## src/rtl/muldiv_sequencer_pkg.sv

```systemverilog
// Shared types for the MULT/DIV sequencer: FSM state encoding and op-type codes.
// Latency: n/a (types and constants only).
// Backpressure: n/a.
package muldiv_seq_pkg;

  localparam logic OP_MULT = 1'b0;
  localparam logic OP_DIV  = 1'b1;

  typedef enum logic [2:0] {
    IDLE,
    LAUNCH,
    WAIT_MULT,
    WAIT_DIV,
    COMMIT,
    FAULT_DZ,
    FAULT_TO
  } seq_state_e;

endpackage

```

## src/rtl/muldiv_sequencer_if.sv

```systemverilog
// Bundle of the request, unit-launch/result and HI/LO commit signals around the sequencer.
// Latency: n/a (wiring only).
// Backpressure: op_ready from the sequencer side holds off op_valid requests.
interface muldiv_sequencer_if #(
  parameter int unsigned WIDTH = 32
);

  // Request from the control unit
  logic             op_valid;
  logic             op_type;
  logic [WIDTH-1:0] op_a;
  logic [WIDTH-1:0] op_b;
  logic             op_ready;
  logic             abort;

  // Shared multiplier / divider
  logic [WIDTH-1:0] unit_a;
  logic [WIDTH-1:0] unit_b;
  logic             mult_start;
  logic             div_start;
  logic             mult_ready;
  logic             div_ready;
  logic             div_zero;
  logic [WIDTH-1:0] mult_hi;
  logic [WIDTH-1:0] mult_lo;
  logic [WIDTH-1:0] div_hi;
  logic [WIDTH-1:0] div_lo;

  // HI/LO commit and status
  logic             hi_wr;
  logic             lo_wr;
  logic [WIDTH-1:0] hi_data;
  logic [WIDTH-1:0] lo_data;
  logic             done;
  logic             exc_div_zero;
  logic             exc_timeout;
  logic             busy;

  // Environment side: control unit plus the two arithmetic units
  modport master (
    output op_valid, op_type, op_a, op_b, abort,
    output mult_ready, div_ready, div_zero, mult_hi, mult_lo, div_hi, div_lo,
    input  op_ready, unit_a, unit_b, mult_start, div_start,
    input  hi_wr, lo_wr, hi_data, lo_data, done, exc_div_zero, exc_timeout, busy
  );

  // Sequencer side
  modport slave (
    input  op_valid, op_type, op_a, op_b, abort,
    input  mult_ready, div_ready, div_zero, mult_hi, mult_lo, div_hi, div_lo,
    output op_ready, unit_a, unit_b, mult_start, div_start,
    output hi_wr, lo_wr, hi_data, lo_data, done, exc_div_zero, exc_timeout, busy
  );

endinterface

```

## src/rtl/muldiv_sequencer_watchdog.sv

```systemverilog
// Cycle counter that flags when a unit has been waited on for TIMEOUT_CYCLES cycles.
// Latency: expired is a decode of the count register; count updates one cycle after enable.
// Backpressure: none; clear has priority over enable.
module cycle_watchdog #(
  parameter int unsigned TIMEOUT_CYCLES = 40,
  parameter int unsigned CNT_W          = 6
) (
  input  logic clk,
  input  logic rst_n,
  input  logic clear,
  input  logic enable,
  output logic expired
);

  localparam logic [CNT_W-1:0] LAST_CNT = CNT_W'(TIMEOUT_CYCLES - 1);

  logic [CNT_W-1:0] cnt_q;
  logic [CNT_W-1:0] cnt_d;

  // Next count: restart on clear, otherwise advance while the owner is waiting
  always_comb begin
    cnt_d = cnt_q;
    if (clear) begin
      cnt_d = '0;
    end else if (enable) begin
      cnt_d = cnt_q + 1'b1;
    end
  end

  // Count register
  always_ff @(posedge clk or negedge rst_n) begin
    if (!rst_n) begin
      cnt_q <= '0;
    end else begin
      cnt_q <= cnt_d;
    end
  end

  // The owner leaves its wait state when this fires, so the count never wraps.
  assign expired = (cnt_q == LAST_CNT);

endmodule

```

## src/rtl/muldiv_sequencer.sv

```systemverilog
// Launches one MULT/DIV on the shared units, waits for ready under a watchdog, commits HI/LO.
// Latency: start 1 cycle after accept; commit 1 cycle after ready is sampled; idle the cycle after.
// Backpressure: op_ready low (busy) from accept until back in IDLE; abort also holds off accept.
module muldiv_sequencer
  import muldiv_seq_pkg::*;
#(
  parameter int unsigned WIDTH          = 32,
  parameter int unsigned TIMEOUT_CYCLES = 40,
  parameter int unsigned CNT_W          = 6
) (
  input  logic                clk,
  input  logic                reset,
  muldiv_sequencer_if.slave   bus
);

  seq_state_e       state_q, state_d;
  logic             op_type_q, op_type_d;
  logic [WIDTH-1:0] a_q, a_d;
  logic [WIDTH-1:0] b_q, b_d;
  logic [WIDTH-1:0] hi_q, hi_d;
  logic [WIDTH-1:0] lo_q, lo_d;

  logic wd_clear;
  logic wd_en;
  logic wd_expired;
  logic op_ready;
  logic accept;
  logic commit;

  // Abort in IDLE must block the accept in the same cycle, hence the only input-to-output path.
  assign op_ready = (state_q == IDLE) && !bus.abort;
  assign accept   = bus.op_valid && op_ready;

  cycle_watchdog #(
    .TIMEOUT_CYCLES (TIMEOUT_CYCLES),
    .CNT_W          (CNT_W)
  ) u_watchdog (
    .clk     (clk),
    .rst_n   (reset),
    .clear   (wd_clear),
    .enable  (wd_en),
    .expired (wd_expired)
  );

  // Next state, operand capture and result capture; priority abort > div_zero > ready > timeout
  always_comb begin
    state_d   = state_q;
    op_type_d = op_type_q;
    a_d       = a_q;
    b_d       = b_q;
    hi_d      = hi_q;
    lo_d      = lo_q;
    wd_clear  = 1'b0;
    wd_en     = 1'b0;

    case (state_q)
      IDLE: begin
        if (accept) begin
          a_d       = bus.op_a;
          b_d       = bus.op_b;
          op_type_d = bus.op_type;
          // A zero divisor is caught here so the divider is never launched.
          if ((bus.op_type == OP_DIV) && (bus.op_b == '0)) begin
            state_d = FAULT_DZ;
          end else begin
            state_d = LAUNCH;
          end
        end
      end

      LAUNCH: begin
        wd_clear = 1'b1;
        if (bus.abort) begin
          state_d = IDLE;
        end else if (op_type_q == OP_DIV) begin
          state_d = WAIT_DIV;
        end else begin
          state_d = WAIT_MULT;
        end
      end

      WAIT_MULT: begin
        wd_en = 1'b1;
        if (bus.abort) begin
          state_d = IDLE;
        end else if (bus.mult_ready) begin
          hi_d    = bus.mult_hi;
          lo_d    = bus.mult_lo;
          state_d = COMMIT;
        end else if (wd_expired) begin
          state_d = FAULT_TO;
        end
      end

      WAIT_DIV: begin
        wd_en = 1'b1;
        if (bus.abort) begin
          state_d = IDLE;
        end else if (bus.div_zero) begin
          state_d = FAULT_DZ;
        end else if (bus.div_ready) begin
          hi_d    = bus.div_hi;
          lo_d    = bus.div_lo;
          state_d = COMMIT;
        end else if (wd_expired) begin
          state_d = FAULT_TO;
        end
      end

      COMMIT, FAULT_DZ, FAULT_TO: begin
        state_d = IDLE;
      end

      default: begin
        state_d = IDLE;
      end
    endcase
  end

  // State, operand and result registers; reset drops any in-flight operation
  always_ff @(posedge clk or negedge reset) begin
    if (!reset) begin
      state_q   <= IDLE;
      op_type_q <= OP_MULT;
      a_q       <= '0;
      b_q       <= '0;
      hi_q      <= '0;
      lo_q      <= '0;
    end else begin
      state_q   <= state_d;
      op_type_q <= op_type_d;
      a_q       <= a_d;
      b_q       <= b_d;
      hi_q      <= hi_d;
      lo_q      <= lo_d;
    end
  end

  assign commit = (state_q == COMMIT);

  assign bus.op_ready     = op_ready;
  assign bus.busy         = !op_ready;
  assign bus.unit_a       = a_q;
  assign bus.unit_b       = b_q;
  assign bus.mult_start   = (state_q == LAUNCH) && (op_type_q == OP_MULT);
  assign bus.div_start    = (state_q == LAUNCH) && (op_type_q == OP_DIV);
  assign bus.hi_wr        = commit;
  assign bus.lo_wr        = commit;
  assign bus.done         = commit;
  // Result registers only change on the ready edge that leads into COMMIT,
  // so they double as the "last committed value" outside COMMIT.
  assign bus.hi_data      = hi_q;
  assign bus.lo_data      = lo_q;
  assign bus.exc_div_zero = (state_q == FAULT_DZ);
  assign bus.exc_timeout  = (state_q == FAULT_TO);

endmodule

```

## src/flat_wrapper.sv

```systemverilog
// flat-port wrapper written by rule: the top's interface ports become plain ports
module muldiv_sequencer_flat import muldiv_seq_pkg::*;
#(
  parameter int unsigned WIDTH          = 32,
  parameter int unsigned TIMEOUT_CYCLES = 40,
  parameter int unsigned CNT_W          = 6
)
  (clk, reset, bus_op_valid, bus_op_type, bus_op_a, bus_op_b, bus_abort, bus_mult_ready, bus_div_ready, bus_div_zero, bus_mult_hi, bus_mult_lo, bus_div_hi, bus_div_lo, bus_op_ready, bus_unit_a, bus_unit_b, bus_mult_start, bus_div_start, bus_hi_wr, bus_lo_wr, bus_hi_data, bus_lo_data, bus_done, bus_exc_div_zero, bus_exc_timeout, bus_busy);
  muldiv_sequencer_if #(.WIDTH(WIDTH)) bus_i ();
  input  logic clk;
  input  logic reset;
  input wire logic [$bits(bus_i.op_valid)-1:0] bus_op_valid;
  input wire logic [$bits(bus_i.op_type)-1:0] bus_op_type;
  input wire logic [$bits(bus_i.op_a)-1:0] bus_op_a;
  input wire logic [$bits(bus_i.op_b)-1:0] bus_op_b;
  input wire logic [$bits(bus_i.abort)-1:0] bus_abort;
  input wire logic [$bits(bus_i.mult_ready)-1:0] bus_mult_ready;
  input wire logic [$bits(bus_i.div_ready)-1:0] bus_div_ready;
  input wire logic [$bits(bus_i.div_zero)-1:0] bus_div_zero;
  input wire logic [$bits(bus_i.mult_hi)-1:0] bus_mult_hi;
  input wire logic [$bits(bus_i.mult_lo)-1:0] bus_mult_lo;
  input wire logic [$bits(bus_i.div_hi)-1:0] bus_div_hi;
  input wire logic [$bits(bus_i.div_lo)-1:0] bus_div_lo;
  output wire logic [$bits(bus_i.op_ready)-1:0] bus_op_ready;
  output wire logic [$bits(bus_i.unit_a)-1:0] bus_unit_a;
  output wire logic [$bits(bus_i.unit_b)-1:0] bus_unit_b;
  output wire logic [$bits(bus_i.mult_start)-1:0] bus_mult_start;
  output wire logic [$bits(bus_i.div_start)-1:0] bus_div_start;
  output wire logic [$bits(bus_i.hi_wr)-1:0] bus_hi_wr;
  output wire logic [$bits(bus_i.lo_wr)-1:0] bus_lo_wr;
  output wire logic [$bits(bus_i.hi_data)-1:0] bus_hi_data;
  output wire logic [$bits(bus_i.lo_data)-1:0] bus_lo_data;
  output wire logic [$bits(bus_i.done)-1:0] bus_done;
  output wire logic [$bits(bus_i.exc_div_zero)-1:0] bus_exc_div_zero;
  output wire logic [$bits(bus_i.exc_timeout)-1:0] bus_exc_timeout;
  output wire logic [$bits(bus_i.busy)-1:0] bus_busy;
  assign bus_i.op_valid = bus_op_valid;
  assign bus_i.op_type = bus_op_type;
  assign bus_i.op_a = bus_op_a;
  assign bus_i.op_b = bus_op_b;
  assign bus_i.abort = bus_abort;
  assign bus_i.mult_ready = bus_mult_ready;
  assign bus_i.div_ready = bus_div_ready;
  assign bus_i.div_zero = bus_div_zero;
  assign bus_i.mult_hi = bus_mult_hi;
  assign bus_i.mult_lo = bus_mult_lo;
  assign bus_i.div_hi = bus_div_hi;
  assign bus_i.div_lo = bus_div_lo;
  assign bus_op_ready = bus_i.op_ready;
  assign bus_unit_a = bus_i.unit_a;
  assign bus_unit_b = bus_i.unit_b;
  assign bus_mult_start = bus_i.mult_start;
  assign bus_div_start = bus_i.div_start;
  assign bus_hi_wr = bus_i.hi_wr;
  assign bus_lo_wr = bus_i.lo_wr;
  assign bus_hi_data = bus_i.hi_data;
  assign bus_lo_data = bus_i.lo_data;
  assign bus_done = bus_i.done;
  assign bus_exc_div_zero = bus_i.exc_div_zero;
  assign bus_exc_timeout = bus_i.exc_timeout;
  assign bus_busy = bus_i.busy;
  muldiv_sequencer #(.WIDTH(WIDTH), .TIMEOUT_CYCLES(TIMEOUT_CYCLES), .CNT_W(CNT_W)) u_core (.clk(clk), .reset(reset), .bus(bus_i));
endmodule
```

## config.mk

```make
export PLATFORM = sky130hd
export DESIGN_NAME = muldiv_sequencer_flat
export DESIGN_NICKNAME = d
export VERILOG_FILES = /design/src/rtl/muldiv_sequencer_pkg.sv /design/src/rtl/muldiv_sequencer_if.sv /design/src/rtl/muldiv_sequencer_watchdog.sv /design/src/rtl/muldiv_sequencer.sv /design/src/flat_wrapper.sv
export SDC_FILE = /design/constraint.sdc
export NUM_CORES = 1
export LEC_CHECK = 0
export CORE_MARGIN = 4
export CORE_UTILIZATION = 42
export CTS_BUF_LIST = sky130_fd_sc_hd__clkbuf_8 sky130_fd_sc_hd__clkbuf_16
export DETAILED_ROUTE_END_ITERATION = 6
export PLACE_DENSITY = 0.86
export SETUP_SLACK_MARGIN = 0.3
export SYNTH_ARGS = -nofsm -noshare
export SYNTH_HDL_FRONTEND = slang
export SYNTH_SLANG_ARGS = --single-unit
```

## constraint.sdc

```tcl
create_clock -name clk -period 5.05 [get_ports clk]
set_clock_uncertainty 0.15 [all_clocks]
set_input_delay 1.01 -clock clk [delete_from_list [all_inputs] [get_ports clk]]
set_output_delay 1.01 -clock clk [all_outputs]
set_load 0.01 [all_outputs]
```

==> results by group, run 1 <==
Status
  • Status: completed

Worst hold path
  • Hold Crit Start: u_core.bus.hi_data[26]
  • Hold Path End: u_core.bus.hi_data[26]
  • Hold Path Class: flop to flop
  • Worst hold stages: 1

Critical path
  • Kind of critical path: input port to primary output
  • Reg2Reg Depth: 4
  • Cell mode on critical path: clkdlybuf4s50_1
  • CP Capture Type: primary output
  • Slowest-stage cell, CP: clkdlybuf4s50_1
  • Crit-path max FO: 7
  • Reg2reg setup slack: 2.10 ns
  • WP data arrival: 2.62 ns
  • Worst r2r src: u_core.state_q[0]
  • Worst setup SP type: input port
  • Critical Path RT: 3.89 ns
  • Critical path's largest stage delay: 0.64 ns
  • R2r endpoint: u_core.bus.lo_data[10]
  • Crit-path cells: clkdlybuf4s50_1, nor4_1, clkdlybuf4s50_1

Power
  • Power Density: 548 nW/um^2
  • VDD IR max: 0.343 mV
  • Seq pwr share: 34.2%
  • LEAKAGE: 4.17 nW
  • Comb power frac: 42.9%
  • Net Sw Frac: 29.4%
  • Psw: 1.66 mW
  • Internal: 4.00 mW
  • Total power: 5.66 mW
  • Clk pwr share: 22.9%

Place
  • Cells after DPL: 924
  • RD Place Congestion: 0.823
  • Placed cell area: 9700 sq um
  • Post-DP HPWL: 14400 microns
  • Place WS: 1.28 ns
  • IO Port Bufs: 336

CTS
  • Worst-path clk slew: 0.05 ns
  • Post-CTS Setup Inserts: 0
  • Max Root-Sink Buffers: 2
  • H-tree levels: 4
  • Root Driver: clkbuf_16
  • Post_cts resized: 0
  • CTS tree: built
  • Hold_buf cts: 0
  • Total CTS buffers: 17
  • CTS Sinks: 138
  • Worst skew pair latency: 0.42 ns

STA
  • Fmax: 265 MHz
  • Final Worst Setup Slack: 1.27 ns
  • Unrepaired setup endpoints after global routing: false
  • Post-Route Setup TNS: 0 ns
  • Final period util: 74.8%
  • Final Hold Viols: 0
  • Fin crit period: 3.78 ns
  • Worst slew margin: 38.0%
  • Final Hold Slack: 0.346 ns
  • Final setup vio count: 0
  • Worst-Margin Slew: 0.930 ns
  • Max Slew Vio Count: 0

Yosys
  • Post-Syn Nets: 625
  • Synth Warn #: 0
  • Area contributors post-synth: dfrtp_1 56%, mux2_2 34%, buf_2 1.0%, buf_6 0.91%, nor4_1 0.80%
  • EDFF count, synth: 0
  • Synthesized area: 6220 sq um
  • Yosys top cell by area: dfrtp_1
  • Post-synthesis sequential area ratio: 55.5%
  • Syn Inst Count: 424
  • Avg Cell Area, Syn: 14.7 sq um
  • Most common cell in the netlist: mux2_2
  • Async S/R FF share, synth: 100%
  • Post-synth top area share: 55.5%
  • Commonest cells in the synthesized netlist: 190 x mux2_2, 138 x dfrtp_1, 13 x buf_2
  • Ys flop type: dfrtp_1
  • Count of cell types in the netlist: 40
  • Seq cells post-synth: 138

Run
  • Max_cap viols: 0

Layout
  • Design area: 10300 sq um
  • N_diodes: 0
  • Layout cells sized above 1: 30.1%
  • Area delta synth->final: 66.1%
  • Non-Filler Instances: 956
  • Fin nets: 960
  • Fin util: 71.1%

Floorplan
  • Die ar.: 16800 sq um
  • Top Ports: 337
  • Starting Density: 42.8%
  • FP Rows: 44
  • Die Y: 130 microns
  • Core Area: 14500 sq um
  • Die Width: 130 microns

Drt
  • Vias: 4824
  • Drt pass-1 iters: 4
  • Antenna-violating nets left: 0
  • Number of DRC markers in iteration 0: 154
  • DR WL/cell: 19.5 microns
  • DRC viols: 0
  • Vias per inst: 5.05
  • Routed WL: 18700 microns

Global route
  • Gr usage total: 21.7%
  • First-pass GRT wire length: 27800 microns
  • Grt ovf: 0
  • Vias in the first global route: 5190
  • Initial antenna violation count: 1
  • Largest net degree at the start of global routing: 105
[worst max-delay path by stage]
stage                              end  slack [ns]       from
after CTS                 bus_op_ready        1.27  bus_abort
after detailed placement  bus_op_ready        1.28  bus_abort
after global routing      bus_op_ready        1.17  bus_abort
after floorplan               bus_busy        2.22  bus_abort
after global placement    bus_op_ready        1.32  bus_abort
final                     bus_op_ready        1.27  bus_abort
[critical path, delay by kind of cell]
family | cells | cell delay (ns)
buf+inv | 2 | 1.14
simple gates | 1 | 0.46
[state kept, by name (all words and copies together), names as in the netlist]
register                 count
u_core.bus.hi_data          32
u_core.bus.lo_data          32
u_core.bus.unit_a           32
u_core.bus.unit_b           32
u_core.u_watchdog.cnt_q      6
u_core.state_q               3
u_core.op_type_q             1
[layout make-up]
cell class                 count  area (sq um)
clock buffer                  20           467
clock inverter                12           165
fill                        1003          4210
inverter                       4          15.0
multi-input combinational    257          2600
sequential                   138          3450
tap                          184           230
timing repair buffer         341          3400
[cells in the final DEF (no fill, tap or decap), types with 4 or more instances in the layout]
cell | Yosys | routed
clkdlybuf4s50_1 | 0 | 335
mux2_2 | 190 | 190
dfrtp_1 | 138 | 138
clkbuf_16 | 0 | 17
nor4_1 | 8 | 8
nor3b_1 | 6 | 6
o21ai_0 | 5 | 5
a21oi_1 | 5 | 5
clkinv_4 | 0 | 5
buf_4 | 3 | 5
inv_1 | 4 | 4
[metal layers]
layer | vias up | global-route usage [%] | share of wire, %
li1 | 2230 | - | -
met1 | 2338 | 23.7 | 36
met5 | - | 0 | 0.070
met3 | 34 | 8.56 | 9.7
met2 | 220 | 38.1 | 52
met4 | 2 | 8.07 | 2.6
[logic make-up (layout without fill, tap and decap cells)]
kind of cell	after synthesis	in the layout	share of synthesized area, %
flip-flops	138	138	55.5
AND/OR/NAND/NOR	43	43	4.31
AO/OA/AOI/OAI	20	20	2.27
adder cells (fa/ha/maj)	1	1	0.201
multiplexers	193	193	34.9
buffers and inverters	29	377	2.80
[power groups by stage]
| stage | Clock, mW | Combinational (mW) | Sequential [mW] |
|---|---|---|---|
| 2_1_floorplan | 0 | 0.786 | 2.15 |
| 3_3_place_gp | 0 | 2.40 | 1.91 |
| 3_5_place_dp | 0 | 2.45 | 1.95 |
| 4_1_cts | 1.33 | 2.47 | 1.94 |
| 5_1_grt | 1.38 | 2.58 | 2.01 |
| 6_report | 1.29 | 2.43 | 1.94 |
No activity file was read; power rests on OpenSTA's default activity.
==> run 2, diff against run 1 <==
CORE_UTILIZATION = 36   (was 42)
PLACE_DENSITY = 0.78   (was 0.86)
clock period = 3.1 ns   (was 5.05 ns; I/O delays follow)
==> results by group, run 2 (synthesis gave the netlist of run 1 again) <==
STA
  • Final setup vio count: 0
  • Fin crit period: 2.70 ns
  • Post-Route Setup TNS: 0 ns
  • Final period util: 87.2%
  • Unrepaired setup endpoints after global routing: false
  • Final Worst Setup Slack: 0.396 ns
  • Final Hold Slack: 0.339 ns
  • Worst-Margin Slew: 0.574 ns
  • Max Slew Vio Count: 0
  • Fmax: 370 MHz
  • Worst slew margin: 61.6%
  • Final Hold Viols: 0

CTS
  • CTS tree: built
  • Max Root-Sink Buffers: 2
  • Root Driver: clkbuf_16
  • Worst skew pair latency: 0.40 ns
  • Total CTS buffers: 17
  • Worst-path clk slew: 0.06 ns
  • H-tree levels: 4
  • CTS Sinks: 138

Floorplan
  • Starting Density: 37.1%
  • Core Area: 16800 sq um
  • Die Width: 139 microns
  • FP Rows: 47
  • Die Y: 139 microns
  • Die ar.: 19400 sq um
  • Top Ports: 337

Critical path
  • Critical Path RT: 2.33 ns
  • WP data arrival: 1.93 ns
  • CP Capture Type: primary output
  • Kind of critical path: flop to primary output
  • Worst setup SP type: flop
  • Crit-path max FO: 11
  • Reg2reg setup slack: 0.74 ns

Power
  • Total power: 9.19 mW
  • VDD IR max: 0.548 mV
  • LEAKAGE: 4.22 nW
  • Power Density: 877 nW/um^2

Layout
  • Area delta synth->final: 68.4%
  • N_diodes: 0
  • Most frequent cells in the layout: 334 x clkdlybuf4s50_1, 190 x mux2_2, 136 x dfrtp_1
  • Filler cells: 1333
  • Most common cell after layout, fill and taps aside: clkdlybuf4s50_1
  • Fin nets: 970
  • Layout cells sized above 1: 31.5%

Drt
  • DR WL/cell: 19.2 microns
  • Vias: 4879
  • Antenna-violating nets left: 0
  • Vias per inst: 4.87
  • Routed WL: 19200 microns
  • Drt pass-1 iters: 4
  • Number of DRC markers in iteration 0: 67
  • DRC viols: 0

Global route
  • Initial antenna violation count: 0
  • Gr usage total: 19.4%
  • Largest net degree at the start of global routing: 66
  • Vias in the first global route: 5552
  • Grt ovf: 0
  • First-pass GRT wire length: 30000 microns

Worst hold path
  • Hold Path Class: flop to flop

Place
  • Place WS: 0.274 ns
  • RD Place Congestion: 0.888
  • IO Port Bufs: 336
  • Post-DP HPWL: 15000 microns

Status
  • Status: completed

Run
  • Max_cap viols: 0
==> run 2: cell count changes in the layout (fill, tap and decap cells not counted), moves of 2 or more <==
cell and delta:
dfrtp_1 -2, clkinvlp_4 +3, buf_12 +4, clkbuf_8 -2, clkinv_4 -4, dfrtp_2 +2, clkinv_2 +3, buf_4 +5
==> run 2: repair_timing <==
item                                    CTS  global route
pin swaps                                 0             1
endpoints found under the setup margin    7             6
endpoints found under the hold margin    10             0
gates resized for setup                   4             2
hold buffers                              1             0
setup buffers                             0             6
==> run 2: area by class of cell <==
| type | instances | area (sq um) | share of cell area [%] |
|---|---|---|---|
| sequential | 138 | 3460 | 33.0 |
| inverter | 4 | 15.0 | 0.143 |
| tap | 220 | 275 | 2.63 |
| clock buffer | 18 | 439 | 4.19 |
| timing repair buffer | 351 | 3530 | 33.7 |
| clock inverter | 14 | 146 | 1.40 |
| multi-input combinational | 257 | 2610 | 24.9 |
==> run 2: power by group <==
| group | switching, mW | internal (mW) | total (mW) |
|---|---|---|---|
| clock network | 0.773 | 1.21 | 1.98 |
| logic | 1.47 | 2.58 | 4.04 |
| registers | 0.499 | 2.67 | 3.17 |
==> run 2: critical path, stage by stage, from the launching register on <==
cell and delay [ns]:
dfrtp_2 0.48, or2_2 0.35, nor2_2 0.13, clkdlybuf4s50_1 0.56
==> run 2: path summary, 6_finish.rpt <==
| path | startpoint | end | cells past startpoint |
|---|---|---|---|
| max | u_core.state_q[1] | bus_hi_wr | 3 |
| min | u_core.bus.hi_data[26] | u_core.bus.hi_data[26] | 1 |
| max reg2reg | u_core.state_q[1] | u_core.bus.hi_data[17] | 5 |
| min reg2reg | u_core.bus.hi_data[26] | u_core.bus.hi_data[26] | 1 |
| max in group asynchronous | reset | u_core.bus.unit_a[23] | 3 |
| min in group asynchronous | reset | u_core.bus.unit_b[28] | 2 |
==> run 2: metrics by stage <==
step           util, %  std cells  area (sq um)
3_3_place_gp      58.6        963          9810
6_report          62.5       1002         10500
3_5_place_dp      58.6        963          9810
4_1_cts           62.2        996         10400
5_1_grt           62.5       1002         10500
2_1_floorplan        -        424          6220
==> run 2: per-layer routing <==
metal	vias to the layer above	part of all wire, %	GRT usage [%]
li1	2248	-	-
met2	233	53	35.7
met4	0	1.4	4.99
met3	15	11	9.37
met1	2383	35	19.7
met5	-	0	0
